<file path="src/rtl/bitstream_det_pkg.sv">
// Shared definitions for the bitstream pattern detector.
//   - FSM state encoding (IDLE / FILL / HUNT)
//   - len_w(): width of a field that can hold 0..pat_w
package bitstream_det_pkg;

  localparam logic [1:0] ST_IDLE = 2'd0;
  localparam logic [1:0] ST_FILL = 2'd1;
  localparam logic [1:0] ST_HUNT = 2'd2;

  function automatic int len_w(input int pat_w);
    return $clog2(pat_w + 1);
  endfunction

endpackage

</file>
<file path="src/rtl/bitstream_pattern_detector_window.sv">
// Sliding window, fill counter and masked comparator.
//   clk, rst_n  : clock, async active-low reset
//   clr_i       : clear window and fill count (config load)
//   shift_i     : accept din_i this cycle
//   restart_i   : on a hit, drop fill count to 0 (non-overlap mode)
//   din_i       : serial bit, shifted in at the LSB
//   pattern_i   : pattern, low len_i bits significant
//   len_i       : pattern length 1..PAT_W
//   hit_o       : combinational match on the post-shift window
//   full_o      : fill count after this shift equals len_i
module bitstream_window
  import bitstream_det_pkg::*;
#(
  parameter int PAT_W = 8,
  parameter int LEN_W = len_w(PAT_W)
) (
  input  logic             clk,
  input  logic             rst_n,
  input  logic             clr_i,
  input  logic             shift_i,
  input  logic             restart_i,
  input  logic             din_i,
  input  logic [PAT_W-1:0] pattern_i,
  input  logic [LEN_W-1:0] len_i,
  output logic             hit_o,
  output logic             full_o
);

  logic [PAT_W-1:0] win_q, win_d;
  logic [LEN_W-1:0] fill_q, fill_d, fill_inc;
  logic [PAT_W-1:0] mask;

  always_comb begin
    mask = '0;
    for (int i = 0; i < PAT_W; i++) mask[i] = (i < int'(len_i));
  end

  assign win_d    = {win_q[PAT_W-2:0], din_i};
  // Saturate at len so a long HUNT never wraps the counter.
  assign fill_inc = (fill_q >= len_i) ? len_i : fill_q + LEN_W'(1);
  assign full_o   = shift_i && (fill_inc == len_i);
  assign hit_o    = full_o && ((win_d & mask) == (pattern_i & mask));
  assign fill_d   = (hit_o && restart_i) ? '0 : fill_inc;

  always_ff @(posedge clk or negedge rst_n) begin
    if (!rst_n) begin
      win_q  <= '0;
      fill_q <= '0;
    end else if (clr_i) begin
      win_q  <= '0;
      fill_q <= '0;
    end else if (shift_i) begin
      win_q  <= win_d;
      fill_q <= fill_d;
    end
  end

endmodule

</file>
<file path="src/rtl/bitstream_pattern_detector.sv">
// Runtime-programmable serial pattern detector.
//   clk, rst_n          : clock, async active-low reset
//   cfg_load            : strobe latching cfg_pattern / cfg_len / cfg_overlap
//   cfg_pattern/len     : pattern (MSB of len bits received first) and length
//   cfg_overlap         : 1 = overlapping matches, 0 = restart after match
//   din_vld, din        : qualified serial input bit
//   flag                : one-cycle registered match pulse
//   match_cnt           : saturating matches since last load
//   cfg_err             : one-cycle pulse on a rejected load
//   armed               : a valid pattern is loaded
module bitstream_pattern_detector
  import bitstream_det_pkg::*;
#(
  parameter int PAT_W = 8,
  parameter int CNT_W = 8,
  localparam int LEN_W = len_w(PAT_W)
) (
  input  logic             clk,
  input  logic             rst_n,
  input  logic             cfg_load,
  input  logic [PAT_W-1:0] cfg_pattern,
  input  logic [LEN_W-1:0] cfg_len,
  input  logic             cfg_overlap,
  input  logic             din_vld,
  input  logic             din,
  output logic             flag,
  output logic [CNT_W-1:0] match_cnt,
  output logic             cfg_err,
  output logic             armed
);

  logic [1:0]       state_q, state_d;
  logic [PAT_W-1:0] pat_q, pat_d;
  logic [LEN_W-1:0] len_q, len_d;
  logic             ovl_q, ovl_d;
  logic             flag_q, flag_d;
  logic [CNT_W-1:0] cnt_q, cnt_d;
  logic             err_q, err_d;
  logic             armed_q, armed_d;
  logic             len_ok, shift, hit, full;

  assign len_ok = (cfg_len != '0) && (int'(cfg_len) <= PAT_W);
  // A load in the same cycle wins; that bit is dropped.
  assign shift  = din_vld && !cfg_load && (state_q != ST_IDLE);

  bitstream_window #(.PAT_W(PAT_W), .LEN_W(LEN_W)) u_win (
    .clk      (clk),
    .rst_n    (rst_n),
    .clr_i    (cfg_load),
    .shift_i  (shift),
    .restart_i(!ovl_q),
    .din_i    (din),
    .pattern_i(pat_q),
    .len_i    (len_q),
    .hit_o    (hit),
    .full_o   (full)
  );

  always_comb begin
    state_d = state_q;
    pat_d   = pat_q;
    len_d   = len_q;
    ovl_d   = ovl_q;
    flag_d  = 1'b0;
    cnt_d   = cnt_q;
    err_d   = 1'b0;
    armed_d = armed_q;
    if (cfg_load) begin
      cnt_d = '0;
      if (len_ok) begin
        pat_d   = cfg_pattern;
        len_d   = cfg_len;
        ovl_d   = cfg_overlap;
        state_d = ST_FILL;
        armed_d = 1'b1;
      end else begin
        err_d   = 1'b1;
        state_d = ST_IDLE;
        armed_d = 1'b0;
      end
    end else if (shift) begin
      flag_d = hit;
      if (hit && cnt_q != '1) cnt_d = cnt_q + CNT_W'(1);
      if (hit && !ovl_q)      state_d = ST_FILL;
      else if (full)          state_d = ST_HUNT;
    end
  end

  always_ff @(posedge clk or negedge rst_n) begin
    if (!rst_n) begin
      state_q <= ST_IDLE;
      pat_q   <= '0;
      len_q   <= '0;
      ovl_q   <= 1'b0;
      flag_q  <= 1'b0;
      cnt_q   <= '0;
      err_q   <= 1'b0;
      armed_q <= 1'b0;
    end else begin
      state_q <= state_d;
      pat_q   <= pat_d;
      len_q   <= len_d;
      ovl_q   <= ovl_d;
      flag_q  <= flag_d;
      cnt_q   <= cnt_d;
      err_q   <= err_d;
      armed_q <= armed_d;
    end
  end

  assign flag      = flag_q;
  assign match_cnt = cnt_q;
  assign cfg_err   = err_q;
  assign armed     = armed_q;

endmodule

</file>
<file path="config.mk">
export PLATFORM = sky130hd
export DESIGN_NAME = bitstream_pattern_detector
export DESIGN_NICKNAME = d
export VERILOG_FILES = /design/src/rtl/bitstream_det_pkg.sv /design/src/rtl/bitstream_pattern_detector_window.sv /design/src/rtl/bitstream_pattern_detector.sv
export SDC_FILE = /design/constraint.sdc
export NUM_CORES = 1
export LEC_CHECK = 0
export CELL_PAD_IN_SITES_DETAIL_PLACEMENT = 1
export CELL_PAD_IN_SITES_GLOBAL_PLACEMENT = 2
export CORE_ASPECT_RATIO = 1.5
export CORE_MARGIN = 5
export CORE_UTILIZATION = 37
export CTS_BUF_LIST = sky130_fd_sc_hd__clkbuf_4 sky130_fd_sc_hd__clkbuf_8 sky130_fd_sc_hd__clkbuf_16
export CTS_CLUSTER_SIZE = 8
export DETAILED_ROUTE_END_ITERATION = 10
export PLACE_DENSITY_LB_ADDON = 0.1
export SLEW_MARGIN = 10
export SYNTH_ARGS = -nofsm -noshare
export SYNTH_HDL_FRONTEND = slang
export SYNTH_HIERARCHICAL = 1
export SYNTH_SLANG_ARGS = --single-unit
</file>
<file path="constraint.sdc">
create_clock -name clk -period 8.5 [get_ports clk]
set_clock_uncertainty 0.15 [all_clocks]
set_input_delay 1.7 -clock clk [delete_from_list [all_inputs] [get_ports clk]]
set_output_delay 1.7 -clock clk [all_outputs]
set_load 0.02 [all_outputs]
</file>
Word-level counts from Yosys, hierarchy flattened
Index checks and enable logic that the tools add are counted.
{"block": "word_totals", "register_bits": 37, "input_bits": 18, "elab_cells": 63}
{"block": "classes", "addsub": 2, "magnitude_cmp": 10, "eq_ne": 3, "mux": 19, "n_bitwise": 2, "n_reduce_logical": 17}
{"operator": "two-way mux 8 bit", "count": 3}
{"operator": "AND 8 bit", "count": 2}
{"operator": "< comparator 3 x 4 -> 1 bit (first input constant)", "count": 4}
{"operator": "two-way mux 4 bit", "count": 4}
{"operator": "two-way mux 7 bit", "count": 2}
{"operator": "adder 8 x 1 -> 8 bit (second input constant)", "count": 1}
{"operator": "== test 8 bit", "count": 1}
{"operator": "< comparator 1 x 4 -> 1 bit (first input constant)", "count": 2}
{"operator": "< comparator 2 x 4 -> 1 bit (first input constant)", "count": 2}
{"operator": "two-way mux 2 bit", "count": 4}
{"operator": "inequality test 8 bit (second input constant)", "count": 1}
{"operator": "logical AND 1 bit", "count": 7}
{"operator": "two-way mux 1 bit", "count": 6}
{"operator": "AND reduction 2 bit", "count": 3}
{"operator": "nonzero test 2 bit", "count": 3}
{"operator": "adder 4 x 1 -> 4 bit (second input constant)", "count": 1}
{"operator": "== test 4 bit", "count": 1}
{"operator": ">= comparator 4 bit", "count": 1}
{"operator": "<= comparator 4 bit (second input constant)", "count": 1}
{"operator": "nonzero test 4 bit", "count": 1}
{"operator": "nonzero test 3 bit", "count": 1}
{"operator": "logical NOT 1 bit", "count": 2}

Longest topological paths before layout
Gate-level depths: netlist of the first run.
{"block": "depth", "depth_word": 9, "depth_mapped": 11, "mapped_depth_nobuf": 10}

Hierarchy
The synthesis of the first run kept the hierarchy.
{"module": "bitstream_pattern_detector", "instances": 1, "cells_per_inst": 95, "area_each_um2": 1124.8, "seq_area_each_um2": 650.6}
{"module": "bitstream_window", "instances": 1, "cells_per_inst": 112, "area_each_um2": 967.2, "seq_area_each_um2": 275.3}

Worst setup path before layout of the first run
OpenSTA, ideal clock, no wires.
{"block": "synth_path", "path_kind": "input to register", "start": "in cfg_load", "end": "reg cnt_q[5] (netlist: match_cnt[5])", "arrival_ps": 3991, "required_time_ps": 8272, "path_slack_ps": 4281, "stages": 9, "path_cell_list": "nand2b_4 > nor2_1 > clkbuf_1 > nand4_1 > a2111oi_4 > nand4_1 > or3_4 > or4_1 > a21oi_1"}
{"block": "synth_between", "elab_chain_cells": 8}
{"element": "start: declaration", "line_no": "bitstream_pattern_detector.sv:20", "text": "input logic cfg_load,"}
{"element": "logical NOT 1 bit", "line_no": "bitstream_pattern_detector.sv:44", "text": "assign shift = din_vld && !cfg_load && (state_q != ST_IDLE);"}
{"element": "logical AND 1 bit (2 in series)", "line_no": "bitstream_pattern_detector.sv:44"}
{"element": "net shift", "line_no": "bitstream_pattern_detector.sv:40", "text": "logic len_ok, shift, hit, full;"}
{"element": "logical AND 1 bit", "line_no": "bitstream_pattern_detector_window.sv:41", "text": "assign full_o = shift_i && (fill_inc == len_i);"}
{"element": "logical AND 1 bit", "line_no": "bitstream_pattern_detector_window.sv:42", "text": "assign hit_o = full_o && ((win_d & mask) == (pattern_i & mask));"}
{"element": "net hit", "line_no": "bitstream_pattern_detector.sv:40"}
{"element": "logical AND 1 bit", "line_no": "bitstream_pattern_detector.sv:83", "text": "if (hit && cnt_q != '1) cnt_d = cnt_q + CNT_W'(1);"}
{"element": "nonzero test 2 bit (no line)"}
{"element": "AND reduction 2 bit (no line)"}
{"element": "end signal: assignment", "line_no": "bitstream_pattern_detector.sv:105", "text": "cnt_q <= cnt_d;"}
{"element": "end: declaration", "line_no": "bitstream_pattern_detector.sv:37", "text": "logic [CNT_W-1:0] cnt_q, cnt_d;"}
The timed path passes the listed nets, and every way through them passes these cells.
A chain may end at the register's enable or synchronous reset.

Worst setup path in the final report of the first run
{"block": "layout_path", "start": "in cfg_load", "end": "reg cnt_q[1] (netlist: match_cnt[1])"}
Same word-level chain as after synthesis.

==> qor.yml, run 1 <==
die:
  die_y_um: 102
  start_util: 0.381
  fp.dieW_um: 71.4
  num_io_pins: 29
  rows: 33
  fp.dieArea_um2: 7290
  coreArea_um2: 5490
sta:
  fin_crit_ns: 4.92
  fin_crit_sh: 0.579
  setup_viol: 0
  fmax_mhz: 203
  rsz0062_at_grt: "false"
  finalHoldViolations: 0
  worstMarginPinSlew_ns: 0.832
  fin_ws_ns: 3.58
  relSlewSlack: 0.446
  hold-worst-slack_ns: 0.359
  setup_tns_ns: 0
  slew_violations: 0
cells_and_area:
  final_area_um2: 2580
  nFillCells: 623
  n_antenna_cell: 0
  syn2layout_area_growth_pct: 23.1
  final_nets: 262
  instances_no_fill: 309
  drive_above_1_share: 0.130
  final_util: 0.469
logic_synthesis:
  netlist_instances: 207
  netlist-cell-type-count: 48
  synth-async-reset-ratio: 1.00
  syn-cell-area_um2: 2090
  avgSynthCellArea_um2: 10.1
  syn_nets: 231
  synth-seq-cells: 37
  yosysWarnings: 6
  synth_edf_count: 0
  yosysSeqAreaShare: 0.443
  ys.flop_type: "dfrtp_1"
place:
  place_ws_ns: 3.33
  gp_congestion: 0.826
  dpl.cell_count: 301
  io_buffers: 28
  hpwl_mm: 4.24
  dpl_cell_area_um2: 2440
detailed_routing:
  drcViolationCount: 0
  drt_pass1_iterations: 4
  avgViaCountPerCell: 5.53
  vias: 1709
  wl_per_cell_um: 18.1
  finalWirelength_mm: 5.61
  drtAntennaViolNets: 0
  drtIter0Drc: 42
clocking:
  clockBufferDepth: 2
  clk_latency_ns: 0.29
  cts.sinks: 37
  root_buffer: "clkbuf_8"
  tritoncts: "built"
  clkTransAtPathRegs_ns: 0.08
  numCtsBuffers: 5
  hold_buffers: 0
  htree_levels: 2
  cts_setup_buffers: 0
  postCtsResizedCells: 0
worst_setup_path:
  reg2reg_slack_ns: 4.78
  crit_path_start_kind: "primary input"
  required_ns: 8.53
  cp_max_fo: 28
  cp_data_arrival_time_ns: 4.95
  end_kind: "flip-flop"
  crit_type: "in2reg"
grt:
  grt_max_degree: 38
  antenna_found_initial: 0
  grt_first_pass_wirelength_mm: 9.54
  grt_pass1_vias: 1915
  grt_use_total: 0.168
  overflow: 0
flow_run:
  max_cap_viol_count: 0
pwr:
  ir_worst_vdd_mv: 0.0960
  power.total_mw: 0.563
  leakagePower_nw: 1.09
  cellPowerDensity_nw_per_um2: 218
run_status:
  run_status: "complete, no violations"
hold_path:
  hp-class: "reg2reg"
[cell usage in the layout (no fill, tap or decap), types with 6 or more instances in the layout]
master	Yosys	final
nor3_1	11	11
xor2_1	8	8
ha_1	6	6
nor2_1	16	16
nand2_1	13	13
o21ai_0	9	9
mux2_2	13	13
a21oi_1	11	11
clkdlybuf4s50_1	0	27
mux2i_1	9	9
dfrtp_1	37	37
inv_1	12	12
[worst max-delay path: stages]
cell and delay [ns]:
clkdlybuf4s50_1 0.40, buf_4 0.22, nand2b_4 0.19, nor2_1 0.11, buf_4 0.27, nand4_1 0.21
a2111oi_4 0.55, inv_1 0.11, nor3_1 0.59, o21ai_1 0.25, mux2_2 0.34
[flip-flops by register name, indices dropped and copies added, names as in the netlist]
register	flops
state_q	2
u_win/win_q	7
len_q	4
ovl_q	1
flag	1
pat_q	8
u_win/fill_q	4
match_cnt	8
cfg_err	1
armed	1
[cell type report]
type                            count  area (um2)  area share
Timing Repair Buffer               30         290       0.113
Multi-Input combinational cell    152        1090       0.424
Clock inverter                      3        65.1      0.0253
Sequential cell                    37         926       0.359
Inverter                           12        45.0      0.0175
Clock buffer                        5        68.8      0.0267
Tap cell                           70        87.6      0.0340
[cells in the mapped netlist, drive strengths merged (6+ instances only)]
| master | count | area, um2 |
|---|---|---|
| mux2i | 9 | 90.1 |
| ha | 6 | 75.1 |
| nor3 | 11 | 55.1 |
| nand3 | 6 | 35.0 |
| nor2 | 16 | 60.1 |
| a21oi | 11 | 55.1 |
| o21ai | 11 | 55.1 |
| mux2 | 13 | 146 |
| inv | 12 | 45.0 |
| xor2 | 8 | 70.1 |
| nand2 | 13 | 48.8 |
| dfrtp | 37 | 926 |
[power by group]
part           switching (mW)  internal (mW)
clock                  0.0639          0.117
sequential             0.0256          0.195
combinational          0.0946         0.0672
[worst paths after layout]
| path | startpoint | to | depth (start not counted) |
|---|---|---|---|
| setup / recovery | cfg_load | match_cnt[1]$_DFFE_PN0P_ | 11 |
| hold / removal | ovl_q$_DFFE_PN0P_ | ovl_q$_DFFE_PN0P_ | 1 |
| setup reg to reg | len_q[1]$_DFFE_PN0P_ | match_cnt[1]$_DFFE_PN0P_ | 10 |
| hold reg to reg | ovl_q$_DFFE_PN0P_ | ovl_q$_DFFE_PN0P_ | 1 |
| max in group asynchronous | rst_n | state_q[0]$_DFFE_PN0P_ | 1 |
| min in group asynchronous | rst_n | u_win/fill_q[2]$_DFFE_PN0P_ | 1 |
[cell families after synthesis]
kind of cell | count (synthesis) | share of synthesized area
AOI/OAI and AO/OA | 46 | 0.158
adders and majority gates | 6 | 0.0359
and+or+nand+nor | 66 | 0.166
xor gates and xnor gates | 12 | 0.0502
muxes | 22 | 0.113
buffers and inverters | 18 | 0.0347
DFF | 37 | 0.443
[layer usage]
metal	track usage	share of wire	vias up
met1	0.188	0.41	853
met3	0.0295	0.023	16
met4	0.0767	0.028	0
li1	-	-	810
met2	0.307	0.54	30
met5	0	0	-
Note: power is estimated with default switching activity, not from simulation.
==> run 2: changes to the inputs <==
Settings changed: CORE_UTILIZATION 37 to 31.
Clock period 8.5 ns to 4.18 ns, I/O delays scaled along.
==> run 2 against run 1 <==
Compared with the run above:
- die area increased by 17%
- clock power up 81%
- via count increased by 1.6%
- sequential power rose by 100%
- utilization is 7.2 points lower
- total power grew 95%
- worst hold slack gained 0.016 ns
- sequential share of layout area shrank 0.26 points
- critical path depth down 1
- combinational power grew 100%
- largest power group unchanged
==> qor.yml, run 2 (synthesis gave the netlist of run 1 again) <==
pwr:
  switching_share: 0.345  # +0.0177
  clock_power_share: 0.296  # -0.025
  ir_worst_vdd_mv: 0.203  # +110%
  p_int_mw: 0.719  # +90%
  pwr-share-seq: 0.406  # +0.014
  leakagePower_nw: 1.10  # +1.1%
  comb_power_share: 0.297  # +0.009
  p_sw_mw: 0.379  # +110%
  power.total_mw: 1.10  # +95%
  cellPowerDensity_nw_per_um2: 423  # +94%
clocking:
  cts.sinks: 37  # unchanged
  clk_latency_ns: 0.30  # about the same
  htree_levels: 2  # unchanged
  clockBufferDepth: 2  # unchanged
  postCtsResizedCells: 0  # unchanged
  tritoncts: "built"
  root_buffer: "clkbuf_8"
  clkTransAtPathRegs_ns: 0.08  # about the same
  numCtsBuffers: 5  # unchanged
  cts_setup_buffers: 0  # unchanged
  hold_buffers: 0  # unchanged
worst_setup_path:
  r2r_cells: 10  # unchanged
  crit_buf_inv: 2  # -2
  crit_type: "reg2reg"
  cpPeakStageDelay_ns: 0.52  # -0.07 ns
  crit_path_start_kind: "flip-flop"
  crit_slowest_cell: "dfrtp_1"
  worst-path-stages: 10  # -1
  cp_data_arrival_time_ns: 3.51  # -1.44 ns
  path_cells: "inv_1 > ha_1 > inv_1 > o21ai_1 > nand3_2 > a2111oi_4 > nand4_1 > or3_4 > or4_1 > a21oi_1"
  end_kind: "flip-flop"
  crit_top_cell: "inv_1"
  cp_max_fo: 8  # -71%
  crit_family: "simple AND/OR/NAND/NOR gates"
  required_ns: 4.25  # -4.28 ns
grt:
  grt_pass1_vias: 2028  # +5.9%
  grt_max_degree: 38  # unchanged
  overflow: 0  # unchanged
  busiest_layer: "met2"
  antenna_found_initial: 0  # unchanged
  gr-usage-met1: 0.163  # -0.0249
  grt_use_total: 0.147  # -0.0215
  grt_first_pass_wirelength_mm: 10.1  # +5.5%
  grt_use_met2: 0.264  # -0.0429
  grtUsageMet3: 0.0309  # +0.00142
detailed_routing:
  drtIter0Drc: 91  # +120%
  vias: 1736  # +1.6%
  drtAntennaViolNets: 0  # unchanged
  avgViaCountPerCell: 5.44  # -1.6%
  drt_pass1_iterations: 4  # unchanged
  drcViolationCount: 0  # unchanged
  finalWirelength_mm: 5.88  # +4.9%
  wl_per_cell_um: 18.4  # +1.6%
sta:
  setup_tns_ns: 0  # unchanged
  fin_crit_ns: 3.44
  rsz0062_at_grt: "false"
  fin_crit_sh: 0.823
  fin_ws_ns: 0.739  # -2.84 ns
  relSlewSlack: 0.412  # -0.0333
  slew_violations: 0  # unchanged
  finalHoldViolations: 0  # unchanged
  hold-worst-slack_ns: 0.376  # +0.0163 ns
  worstMarginPinSlew_ns: 0.881  # +0.0500 ns
  setup_viol: 0  # unchanged
  fmax_mhz: 291
cells_and_area:
  instances_no_fill: 319  # +3.2%
  final_area_um2: 2590  # +0.73%
  final_cell_mix: "dfrtp_1 (37), clkdlybuf4s50_1 (27), nor2_1 (16)"
  final_util: 0.397  # -0.0718
  syn2layout_area_growth_pct: 24.0
  final_common_cell: "dfrtp_1"
  drive_above_1_share: 0.144  # +0.0143
  final_nets: 266  # +1.5%
  n_antenna_cell: 0  # unchanged
place:
  hpwl_mm: 4.46  # +5.0%
  gp_congestion: 0.863  # +4.6%
  io_buffers: 28  # unchanged
  dpl.cell_count: 311  # +3.3%
  dpl_cell_area_um2: 2480  # +1.5%
  place_ws_ns: 0.437  # -2.89 ns
die:
  die_y_um: 111  # +8.3%
  num_io_pins: 29  # unchanged
  fp.dieArea_um2: 8530  # +17%
  coreArea_um2: 6530  # +19%
  fp.dieW_um: 77.1  # +8.0%
  rows: 36  # +9.1%
  start_util: 0.320  # -0.0606
run_status:
  run_status: "complete, no violations"
hold_path:
  holdPathStages: 2  # +1
  hp-class: "reg2reg"
flow_run:
  max_cap_viol_count: 0  # unchanged
run 2: cell count changes in the layout (fill, tap and decap cells not counted), sizes merged:
cell / change
clkbuf: +1
bufinv: -1
buf: +4
run 2: final cells by class:
class | count | area, um2
clock inverter | 2 | 38.8
sequential | 37 | 926
fill | 752 | 3940
inverter | 12 | 45.0
timing repair buffer | 34 | 320
multi-input combinational | 152 | 1090
clock buffer | 6 | 76.3
tap | 76 | 95.1
run 2: layer usage:
layer  up-vias  part of all wire
li1        824                 -
met2        35              0.53
met3        13             0.028
met5         -                 0
met4         0             0.025
met1       864              0.42
run 2: worst paths after layout:
| check | from | endpoint | slack (ns) |
|---|---|---|---|
| worst min-delay path | armed$_DFFE_PN0P_ | armed$_DFFE_PN0P_ | 0.38 |
| min in group asynchronous | rst_n | u_win/win_q[2]$_DFFE_PN0P_ | 0.50 |
| worst min register to register | armed$_DFFE_PN0P_ | armed$_DFFE_PN0P_ | 0.38 |
| worst max register to register | len_q[1]$_DFFE_PN0P_ | match_cnt[5]$_DFFE_PN0P_ | 0.74 |
| worst max-delay path | len_q[1]$_DFFE_PN0P_ | match_cnt[5]$_DFFE_PN0P_ | 0.74 |
| max in group asynchronous | rst_n | match_cnt[1]$_DFFE_PN0P_ | 2.82 |
run 2: worst register-to-register path, delay by kind of cell (launching register included):
| kind | cells | cell delay [ns] |
|---|---|---|
| AND/OR/NAND/NOR | 4 | 1.23 |
| AO/OA/AOI/OAI | 3 | 0.96 |
| flip-flops | 1 | 0.52 |
| adder cells (fa/ha/maj) | 1 | 0.30 |
| buffers and inverters | 2 | 0.20 |
run 2: power groups by stage:
stage / Combinational, mW / Sequential (mW) / Clock (mW)
after CTS: 0.331 / 0.447 / 0.339
after floorplan: 0.237 / 0.437 / 0
after detailed placement: 0.329 / 0.455 / 0
final: 0.327 / 0.446 / 0.325
after global routing: 0.371 / 0.453 / 0.356
after global placement: 0.319 / 0.452 / 0
